## src/rtl/apb_requester.sv

```systemverilog
// rtl/apb_requester.sv - APB requester: command in, APB transfer out, single-cycle response back
`timescale 1ns/1ps

package apb_pkg;
   localparam int ADDR_WIDTH = 32;
   localparam int DATA_WIDTH = 32;
   localparam int STRB_WIDTH = DATA_WIDTH / 8;
endpackage

module apb_requester
   import apb_pkg::*;
#(
   parameter int TIMEOUT = 16
) (
   input  logic                  pclk,
   input  logic                  presetn,
   input  logic                  cmd_valid,
   output logic                  cmd_ready,
   input  logic                  cmd_write,
   input  logic [ADDR_WIDTH-1:0] cmd_addr,
   input  logic [DATA_WIDTH-1:0] cmd_wdata,
   input  logic [STRB_WIDTH-1:0] cmd_strb,
   input  logic [2:0]            cmd_prot,
   output logic                  psel,
   output logic                  penable,
   output logic                  pwrite,
   output logic [ADDR_WIDTH-1:0] paddr,
   output logic [DATA_WIDTH-1:0] pwdata,
   output logic [STRB_WIDTH-1:0] pstrb,
   output logic [2:0]            pprot,
   input  logic [DATA_WIDTH-1:0] prdata,
   input  logic                  pready,
   input  logic                  pslverr,
   output logic                  rsp_valid,
   output logic [DATA_WIDTH-1:0] rsp_rdata,
   output logic                  rsp_err,
   output logic                  rsp_timeout
);

   typedef enum logic [1:0] {
      IDLE   = 2'd0,
      SETUP  = 2'd1,
      ACCESS = 2'd2
   } state_t;

   // The abort fires on the TIMEOUT-th low-pready ACCESS cycle, i.e. when the
   // counter of already-elapsed wait cycles equals TIMEOUT-1.
   localparam logic [5:0] WAIT_LAST = 6'(TIMEOUT - 1);

   state_t     state;
   state_t     next_state;
   logic [5:0] wait_cnt;
   logic       accept;
   logic       complete;
   logic       abort;

   // Handshake and transfer-termination decode
   always_comb begin
      accept   = cmd_valid && cmd_ready;
      complete = (state == ACCESS) && pready;
      abort    = (state == ACCESS) && !pready && (wait_cnt == WAIT_LAST);
   end

   // State register
   always_ff @(posedge pclk or negedge presetn) begin
      if (!presetn) begin
         state <= IDLE;
      end else begin
         state <= next_state;
      end
   end

   // Next-state logic
   always_comb begin
      next_state = state;
      case (state)
         IDLE: begin
            if (accept) next_state = SETUP;
         end
         SETUP: begin
            next_state = ACCESS;
         end
         ACCESS: begin
            if (pready) begin
               next_state = accept ? SETUP : IDLE;
            end else if (abort) begin
               next_state = IDLE;
            end
         end
         default: next_state = IDLE;
      endcase
   end

   // APB control and command handshake outputs decoded from the state
   always_comb begin
      psel      = 1'b0;
      penable   = 1'b0;
      cmd_ready = 1'b0;
      case (state)
         IDLE: begin
            cmd_ready = 1'b1;
         end
         SETUP: begin
            psel = 1'b1;
         end
         ACCESS: begin
            psel      = 1'b1;
            penable   = 1'b1;
            cmd_ready = pready;
         end
         default: begin
            psel = 1'b0;
         end
      endcase
   end

   // Wait counter: cleared as a transfer enters SETUP, counts low-pready ACCESS cycles
   always_ff @(posedge pclk or negedge presetn) begin
      if (!presetn) begin
         wait_cnt <= '0;
      end else if (next_state == SETUP) begin
         wait_cnt <= '0;
      end else if ((state == ACCESS) && !pready) begin
         wait_cnt <= wait_cnt + 6'd1;
      end
   end

   // Command capture; the APB address/data phase signals are these registers
   // directly, so they stay stable for the whole transfer and hold in IDLE
   always_ff @(posedge pclk or negedge presetn) begin
      if (!presetn) begin
         pwrite <= 1'b0;
         paddr  <= '0;
         pwdata <= '0;
         pstrb  <= '0;
         pprot  <= '0;
      end else if (accept) begin
         pwrite <= cmd_write;
         paddr  <= cmd_addr;
         pwdata <= cmd_wdata;
         pstrb  <= cmd_write ? cmd_strb : '0;
         pprot  <= cmd_prot;
      end
   end

   // Response pulse one cycle after completion or timeout abort
   always_ff @(posedge pclk or negedge presetn) begin
      if (!presetn) begin
         rsp_valid   <= 1'b0;
         rsp_err     <= 1'b0;
         rsp_timeout <= 1'b0;
         rsp_rdata   <= '0;
      end else begin
         rsp_valid <= complete || abort;
         if (complete) begin
            rsp_err     <= pslverr;
            rsp_timeout <= 1'b0;
            rsp_rdata   <= pwrite ? '0 : prdata;
         end else if (abort) begin
            rsp_err     <= 1'b1;
            rsp_timeout <= 1'b1;
            rsp_rdata   <= '0;
         end
      end
   end

endmodule
```

## config.mk

```make
export PLATFORM = sky130hd
export DESIGN_NAME = apb_requester
export DESIGN_NICKNAME = d
export VERILOG_FILES = /design/src/rtl/apb_requester.sv
export SDC_FILE = /design/constraint.sdc
export NUM_CORES = 1
export LEC_CHECK = 0
export ABC_AREA = 1
export ABC_CLOCK_PERIOD_IN_PS = 2650
export CORE_MARGIN = 3
export CORE_UTILIZATION = 30
export DETAILED_ROUTE_END_ITERATION = 12
export GPL_ROUTABILITY_DRIVEN = 1
export PLACE_DENSITY = 0.67
export SETUP_SLACK_MARGIN = 0.3
export SLEW_MARGIN = 15
export SYNTH_ARGS = -nofsm -noshare
export SYNTH_HDL_FRONTEND = slang
export SYNTH_SLANG_ARGS = --single-unit
```

## constraint.sdc

```tcl
create_clock -name pclk -period 2.65 [get_ports pclk]
set_input_delay 0.53 -clock pclk [delete_from_list [all_inputs] [get_ports pclk]]
set_output_delay 0.53 -clock pclk [all_outputs]
set_load 0.02 [all_outputs]
```

======== Yosys cells after proc, flatten, opt, wreduce, memory -nomap -nowiden ========
Cells that the tools add are included.
word-level totals
  bits in registers ....................... 115
  bits of input ports ..................... 109
  output and inout bits ................... 110
  logic and storage cells ................. 43
operators by class
  $add $sub $neg .......................... 1
  equality and inequality tests ........... 4
  multiplexer cells ....................... 17
  reduce and logical (&&, ||, !) cells .... 10
operator list
  cell                   number
  $mux W32               3
  $mux W6                2
  $add A6 B1 Y6 const B  1
  $eq A6 B4 Y1 const B   1
  $mux W1                6
  $mux W2                3
  $pmux W2 S3            1
  $eq A2 B1 Y1 const B   2
  $logic_and A1 B1 Y1    4
  $mux W4                1
  $reduce_bool A2 Y1     2
  $eq A2 B2 Y1 const B   1
  $logic_not A2 Y1       1
  $pmux W1 S2            1
  $reduce_or A2 Y1       1
  $logic_not A1 Y1       1
  $logic_or A1 B1 Y1     1

======== Logic depth before layout (Yosys ltp) ========
Gate-level depths: netlist of run 1.
  word-level depth ........................ 8
  gate-level depth with buffers ........... 12
  depth with buffers taken out ............ 11

======== Worst setup path before layout of run 1 ========
Ideal clock, no wire load.
  path type ............................... register to register
  start ................................... reg state[0]
  end ..................................... reg wait_cnt[4]
  library setup time ...................... 0.120 ns
  arrival ................................. 1.621 ns
  data required time ...................... 2.530 ns
  path slack .............................. 0.909 ns
  cell stages (with the launch flop) ...... 10
  path buffers ............................ 0
  period minus slack after synthesis ...... 1.741 ns
  path through ............................ dfrtp_1 inv_1 ha_1 nand2_2 nand2_2 nand2_2 a21oi_1 nand2_1 nor2_4 nor2_1
between the ends
  longest elaborated chain between the ends .. 8
  elaborated cells between the ends (all ways) .. 15
  those cells by class .................... eq/ne (3); mux (7); reduce/logical (5)
ends and longest elaborated chain
  item                                                     RTL line  RTL
  start: declaration                                       50        state_t state;
  start signal: assignment                                 69        state <= next_state;
  $eq A2 B2 Y1 / $logic_not A2 Y1 (equally long branches)  99        case (state)
  $pmux W1 S2 (*)                                          99
  named net cmd_ready                                      18        output logic cmd_ready,
  $logic_and A1 B1 Y1 (*)                                  59        accept = cmd_valid && cmd_ready;
  $mux W1                                                  85        next_state = accept ? SETUP : IDLE;
  $mux W2                                                  84        if (pready) begin
  $pmux W2 S3 (*)                                          76        case (state)
  $eq A2 B1 Y1 (*)                                         121       end else if (next_state == SETUP) begin
  $mux W6 / $reduce_bool A2 Y1 (equally long branches)     --
  end signal: assignment                                   124       wait_cnt <= wait_cnt + 6'd1;
  end: declaration                                         52        logic [5:0] wait_cnt;
The timed path passes the listed nets; every way through them passes the cells marked *.
A chain may end at the register's enable or synchronous reset.

======== Final worst setup path of run 1 ========
  start ................................... reg state[0]
  end ..................................... out cmd_ready
between the ends
  longest elaborated chain between the ends .. 2
  elaborated cells between the ends (all ways) .. 3
  those cells by class .................... eq/ne (1); mux (1); reduce/logical (1)
ends and longest elaborated chain
  item                                                     RTL line
  $eq A2 B2 Y1 / $logic_not A2 Y1 (equally long branches)  99
  $pmux W1 S2 (*)                                          99
  end: declaration                                         18
Every way passes the cells marked *; elsewhere a longest branch is shown, timed or not.

==> impl_metrics.csv, run 1 <==
group,metric,value,unit
clocking,cts-root-buf,"clkbuf_16",
synthesis,synth-xor-area-share,0.00940,
sta,tns,0,ps
clocking,clk_pin_slew,50,ps
synthesis,async_flop_share,1.00,
worst_setup_path,crit_type,"reg2out",
synthesis,yosys.area_share.simple,0.303,
placement,io_buffers,218,
clocking,cts_setup_buffers,0,
synthesis,ys_types,22,
placement,place_hpwl,9780,µm
placement,dp_slack,196,ps
run,maxCapViolations,0,
placement,routabilityCongestion,0.753,
synthesis,synth_seq_area_share,0.617,
synthesis,synth_nets,626,
synthesis,synth_mux_area_frac,0.00242,
sta,skew,6.74,ps
sta,rsz0062_at_grt,"no",
route,dr.pass1.iters,5,
power,power_frac_seq,0.318,
grt,grt_start_max_net_pins,70,
route,detailedRoute.firstIterationViolations,149,
final_layout,fillers,1347,
sta,fin_crit_sh,0.844,
clocking,cts_hold_buffers,0,
power,p_int,5780,µW
clocking,cts_buffers,17,
worst_setup_path,timing.rr.start,"state[0]",
grt,grt_pass1_wl,21300,µm
final_layout,antenna_cells,0,
synthesis,postSynthCellCount,512,
floorplan,io_pins,219,
worst_setup_path,end_kind,"output pin",
clocking,cts_tree,"done",
worst_setup_path,cp.required,2120,ps
clocking,clock_path_buffers,2,
clocking,clock_sinks,115,
floorplan,die_y,131,µm
route,routed_wl,13500,µm
floorplan,fp.dieW,131,µm
final_layout,mostFrequentLayoutCells,"269 x nand2_1, 214 x clkdlybuf4s50_1, 115 x dfrtp_1",
power,vdd_drop_max,540,µV
final_layout,final_cell_area,0.00754,mm²
worst_setup_path,crit_start,"state[0]",
synthesis,synth_fa_ha_area_frac,0.0134,
synthesis,synth_edf_count,0,
placement,placed_area,0.00699,mm²
floorplan,core,0.0149,mm²
power,total_power,9290,µW
clocking,ctsHtreeMaxLevel,4,
route,num_vias,4083,
synthesis,synth.avg_cell_area,9.10,µm²
synthesis,synth_top_family_by_area,"simple AND/OR/NAND/NOR gates",
final_layout,final_common_cell,"nand2_1",
sta,slew_headroom,0.295,
grt,grt_usage,0.161,
floorplan,design.die.area,0.0171,mm²
sta,drv_slew,0,
worst_setup_path,ff2ff_setup_slack,840,ps
power,pwr-share-comb,0.452,
floorplan,start_util,0.314,
power,switching_power,3510,µW
worst_setup_path,worstPathMaxFanout,5,
worst_setup_path,cp.arrival,1710,ps
final_layout,layout-drive-gt1-share,0.0863,
hold_path,hold_path.class,"in2async",
power,p_leak,0.00368,µW
clocking,clk-insertion-delay-late,400,ps
worst_setup_path,start_kind,"register",
synthesis,synth_area_leaders,"dfrtp_1 62%, nand2_1 22%, nand3_1 3.5%",
synthesis,synth_compound_area_frac,0.00752,
final_layout,syn_to_final_growth,61.9,%
sta,fmax,447,MHz
power,pwr-share-clk,0.230,
synthesis,yosys.area.top_type,"dfrtp_1",
synthesis,yosys_warnings,0,
final_layout,register_area,0.00288,mm²
synthesis,syn-cell-area,0.00466,mm²
route,drt-wirelength-per-cell,14.6,µm
grt,grt_antenna_before_repair,0,
status,outcome,"complete, no violations",
power,p_per_area,1230,mW/mm²
route,viasPerCell,4.41,
grt,grt.overflow.total,0,
grt,grt_pass1_vias,4244,
clocking,post_cts_resized,3,
sta,fin_ws,413,ps
route,drcViolationCount,0,
sta,setup_viol,0,
sta,tightest_slew,1060,ps
synthesis,ys.flop_type,"dfrtp_1",
route,ant_nets,0,
final_layout,multiInputGateArea,0.00157,mm²
synthesis,synth_seq_cells,115,
final_layout,nets,845,
synthesis,synth.top_cell.area_share,0.617,
sta,hold_ws,77.3,ps
sta,hold_violations,0,
sta,fin_crit,2240,ps
power,p_sw_frac,0.378,
floorplan,row_count,44,
area by class of cell:
cell class | instances | share of cell area
clock buffer | 25 | 0.0670
clock inverter | 5 | 0.00663
inverter | 14 | 0.00730
multi-input combinational | 359 | 0.208
sequential | 115 | 0.381
tap | 184 | 0.0305
timing repair buffer | 224 | 0.300
registers in the layout, summed over array words and instances (netlist names):
register     cells
state            2
pwdata          32
rsp_valid        1
rsp_timeout      1
paddr           32
wait_cnt         6
pprot            3
pwrite           1
rsp_rdata       32
rsp_err          1
pstrb            4
worst max-delay path, stage by stage, from the launching register on:
cell and delay [ps]:
dfrtp_1 400, inv_1 120, ha_1 240, nand2_2 130
nand2_2 100, clkdlybuf4s15_1 310
metrics by stage:
step,instances,util
floorplan,512,-
global placement,896,0.470
detailed placement,896,0.470
CTS,926,0.507
global route,926,0.508
finish,926,0.508
Yosys cell counts, drive strengths merged, types with 2 or more instances:
cell type and instances:
clkbuf 6, nand3 33, dfrtp 115, buf 18, a21oi 2, nor2 15
ha 5, o21ai 5, inv 14, nand2 292, xor2 4
cell families after synthesis:
kind of cell	Yosys count
AND/OR/NAND/NOR	341
XOR/XNOR	5
adder cells (fa/ha/maj)	5
AO/OA/AOI/OAI	7
multiplexers	1
buffers and inverters	38
flip-flops	115
per-layer routing:
metal  vias to the layer above  GRT usage  wire (µm)
li1                       1998          -          -
met1                      1895      0.188       5490
met2                       179      0.255       6180
met3                        11     0.0846       1690
met4                         0     0.0581        167
met5                         -          0          0
final timing paths:
| kind | cells after the start | endpoint |
|---|---|---|
| max reg2reg | 11 | rsp_rdata[31] |
| min reg2reg | 2 | rsp_rdata[18] |
| max in group asynchronous | 2 | pwdata[28] |
| max | 5 | cmd_ready |
| min in group pclk | 2 | rsp_rdata[18] |
| min | 1 | pwrite |
power by group through the flow:
stage / clock network, µW / logic (µW) / registers [µW]
6_report: 2130 / 4200 / 2950
3_3_place_gp: 0 / 4220 / 2930
2_1_floorplan: 0 / 1290 / 3830
5_1_grt: 2280 / 4570 / 3060
3_5_place_dp: 0 / 4270 / 2960
4_1_cts: 2210 / 4270 / 2960
(Power assumes the default switching activity.)
==> inputs of run 2 (changes only) <==
--- a/config.mk
+++ b/config.mk
@@ -6,12 +6,12 @@
 export NUM_CORES = 1
 export LEC_CHECK = 0
 export ABC_AREA = 1
-export ABC_CLOCK_PERIOD_IN_PS = 2650
+export ABC_CLOCK_PERIOD_IN_PS = 1900
 export CORE_MARGIN = 3
 export CORE_UTILIZATION = 30
 export DETAILED_ROUTE_END_ITERATION = 12
 export GPL_ROUTABILITY_DRIVEN = 1
-export PLACE_DENSITY = 0.67
+export PLACE_DENSITY = 0.69
 export SETUP_SLACK_MARGIN = 0.3
 export SLEW_MARGIN = 15
 export SYNTH_ARGS = -nofsm -noshare
==> constraint.sdc (replaced) <==
create_clock -name pclk -period 1.9 [get_ports pclk]
set_input_delay 0.38 -clock pclk [delete_from_list [all_inputs] [get_ports pclk]]
set_output_delay 0.38 -clock pclk [all_outputs]
set_load 0.02 [all_outputs]
==> impl_metrics.csv, run 2 (synthesized netlist as in run 1, its figures left out) <==
group,metric,value,unit
clocking,clock_sinks,115,
final_layout,nets,886,
floorplan,die_y,131,µm
grt,grt_antenna_before_repair,0,
floorplan,row_count,44,
route,dr.pass1.iters,4,
worst_setup_path,critPathTopFamily,"flip-flops",
worst_setup_path,reg2reg_to,"rsp_rdata[22]",
worst_setup_path,crit_path_max_incr_delay,390,ps
sta,skew,5.02,ps
final_layout,final_util,0.546,
sta,fin_crit,1690,ps
worst_setup_path,timing.rr.start,"state[0]",
clocking,cts_buffers,17,
grt,grt_pass1_wl,21000,µm
sta,fin_crit_sh,0.889,
route,drcViolationCount,0,
final_layout,antenna_cells,0,
sta,slew_headroom,0.676,
power,p_sw_frac,0.395,
final_layout,reg_top3,"paddr (32), pwdata (32), rsp_rdata (32)",
sta,tightest_slew,485,ps
run,maxCapViolations,0,
sta,hold_violations,0,
route,ant_nets,0,
worst_setup_path,cp.required,1520,ps
route,routed_wl,15200,µm
clocking,clk_pin_slew,50,ps
worst_setup_path,slowest_stage,"dfrtp_1",
placement,post-place-cells,910,
floorplan,core,0.0149,mm²
final_layout,layout-drive-gt1-share,0.166,
clocking,ctsHtreeMaxLevel,4,
route,drt-wirelength-per-cell,15.7,µm
hold_path,hold_path.class,"in2async",
power,power_frac_seq,0.307,
route,num_vias,4253,
worst_setup_path,ff2ff_setup_slack,280,ps
power,p_int,8070,µW
clocking,clock_path_buffers,2,
clocking,cts_tree,"done",
final_layout,fillers,1404,
worst_setup_path,crit_type,"reg2out",
final_layout,final_cell_area,0.00811,mm²
sta,rsz0062_at_grt,"yes",
worst_setup_path,worstPathMaxFanout,3,
status,outcome,"complete, no violations",
power,total_power,13400,µW
placement,placed_area,0.00717,mm²
route,viasPerCell,4.39,
power,vdd_drop_max,802,µV
worst_setup_path,crit_buf_inv,2,
floorplan,design.die.area,0.0171,mm²
final_layout,syn_to_final_growth,74.0,%
worst_setup_path,end_kind,"output pin",
placement,io_buffers,218,
worst_setup_path,cpMostUsedCell,"nand2_4",
final_layout,final_common_cell,"nand2_1",
power,p_per_area,1650,mW/mm²
grt,grt_pass1_vias,4096,
worst_setup_path,reg2regPathDepth,11,
power,pwr-share-clk,0.235,
worst_setup_path,start_kind,"register",
worst_setup_path,worstPathCellList,"inv_2, ha_4, nand2_4, nand2_4, buf_6",
sta,setup_viol,0,
floorplan,io_pins,219,
floorplan,start_util,0.314,
power,pwr-share-comb,0.458,
sta,fmax,592,MHz
power,p_leak,0.00424,µW
sta,drv_slew,0,
clocking,clk-insertion-delay-late,410,ps
final_layout,stdcell_count,968,
grt,grt_start_max_net_pins,45,
grt,grt.overflow.total,0,
power,switching_power,5280,µW
route,detailedRoute.firstIterationViolations,113,
placement,place_hpwl,9660,µm
grt,grt_usage,0.159,
worst_setup_path,cp.arrival,1310,ps
final_layout,mostFrequentLayoutCells,"257 x nand2_1, 114 x dfrtp_1, 107 x clkdlybuf4s50_1, 107 x dlygate4sd2_1, 32 x nand3_1",
floorplan,fp.dieW,131,µm
clocking,cts-root-buf,"clkbuf_16",
placement,routabilityCongestion,0.756,
## run 2: final cells by class
type / count / area (µm²) / share of cell area
Clock buffer: 22 / 474 / 0.0585
Clock inverter: 9 / 105 / 0.0130
Inverter: 14 / 76.3 / 0.00941
Multi-Input combinational cell: 359 / 1690 / 0.209
Sequential cell: 115 / 2880 / 0.355
Tap cell: 184 / 230 / 0.0284
Timing Repair Buffer: 263 / 2630 / 0.324
Timing Repair inverter: 2 / 22.5 / 0.00278
## run 2: how the worst max path moves through the flow
stage | from | to | slack [ps] | cells past startpoint
3_3_place_gp | pready | cmd_ready | -70 | 4
6_report | state[0] | cmd_ready | 210 | 5
4_1_cts | state[1] | cmd_ready | 140 | 5
3_5_place_dp | pready | cmd_ready | -70 | 4
2_1_floorplan | state[0] | rsp_rdata[10] | 310 | 12
5_1_grt | state[0] | cmd_ready | 140 | 5
## run 2: routing by layer
layer  share of wire  vias up  track usage
met5               0        -            0
met4           0.014        0       0.0526
met3            0.11       19       0.0801
met2            0.48      174        0.257
met1            0.40     1959        0.184
li1                -     2101            -
## run 2: through the flow
step	setup WS, ps	hold WS, ps	TNS [ps]
floorplan	312	84.4	0
global placement	-73.3	341	-73.3
detailed placement	-73.8	337	-73.8
CTS	139	439	0
global route	141	486	0
finish	211	462	0
## run 2: power groups by stage
stage	clock network, µW	logic (µW)	registers, µW
after floorplan	0	1820	5350
after global placement	0	6120	4120
after detailed placement	0	6190	4110
after CTS	3190	5560	4070
after global routing	3300	6650	4220
final	3140	6120	4100
## run 2: repair_timing
item                                   CTS  global route
endpoints found under the hold margin   24             0
setup buffers                            3            13
setup endpoints to repair              218           111
gates cloned                             0            10
hold buffers                             1             0
resized for setup                      127            43
pin swaps                                2            10
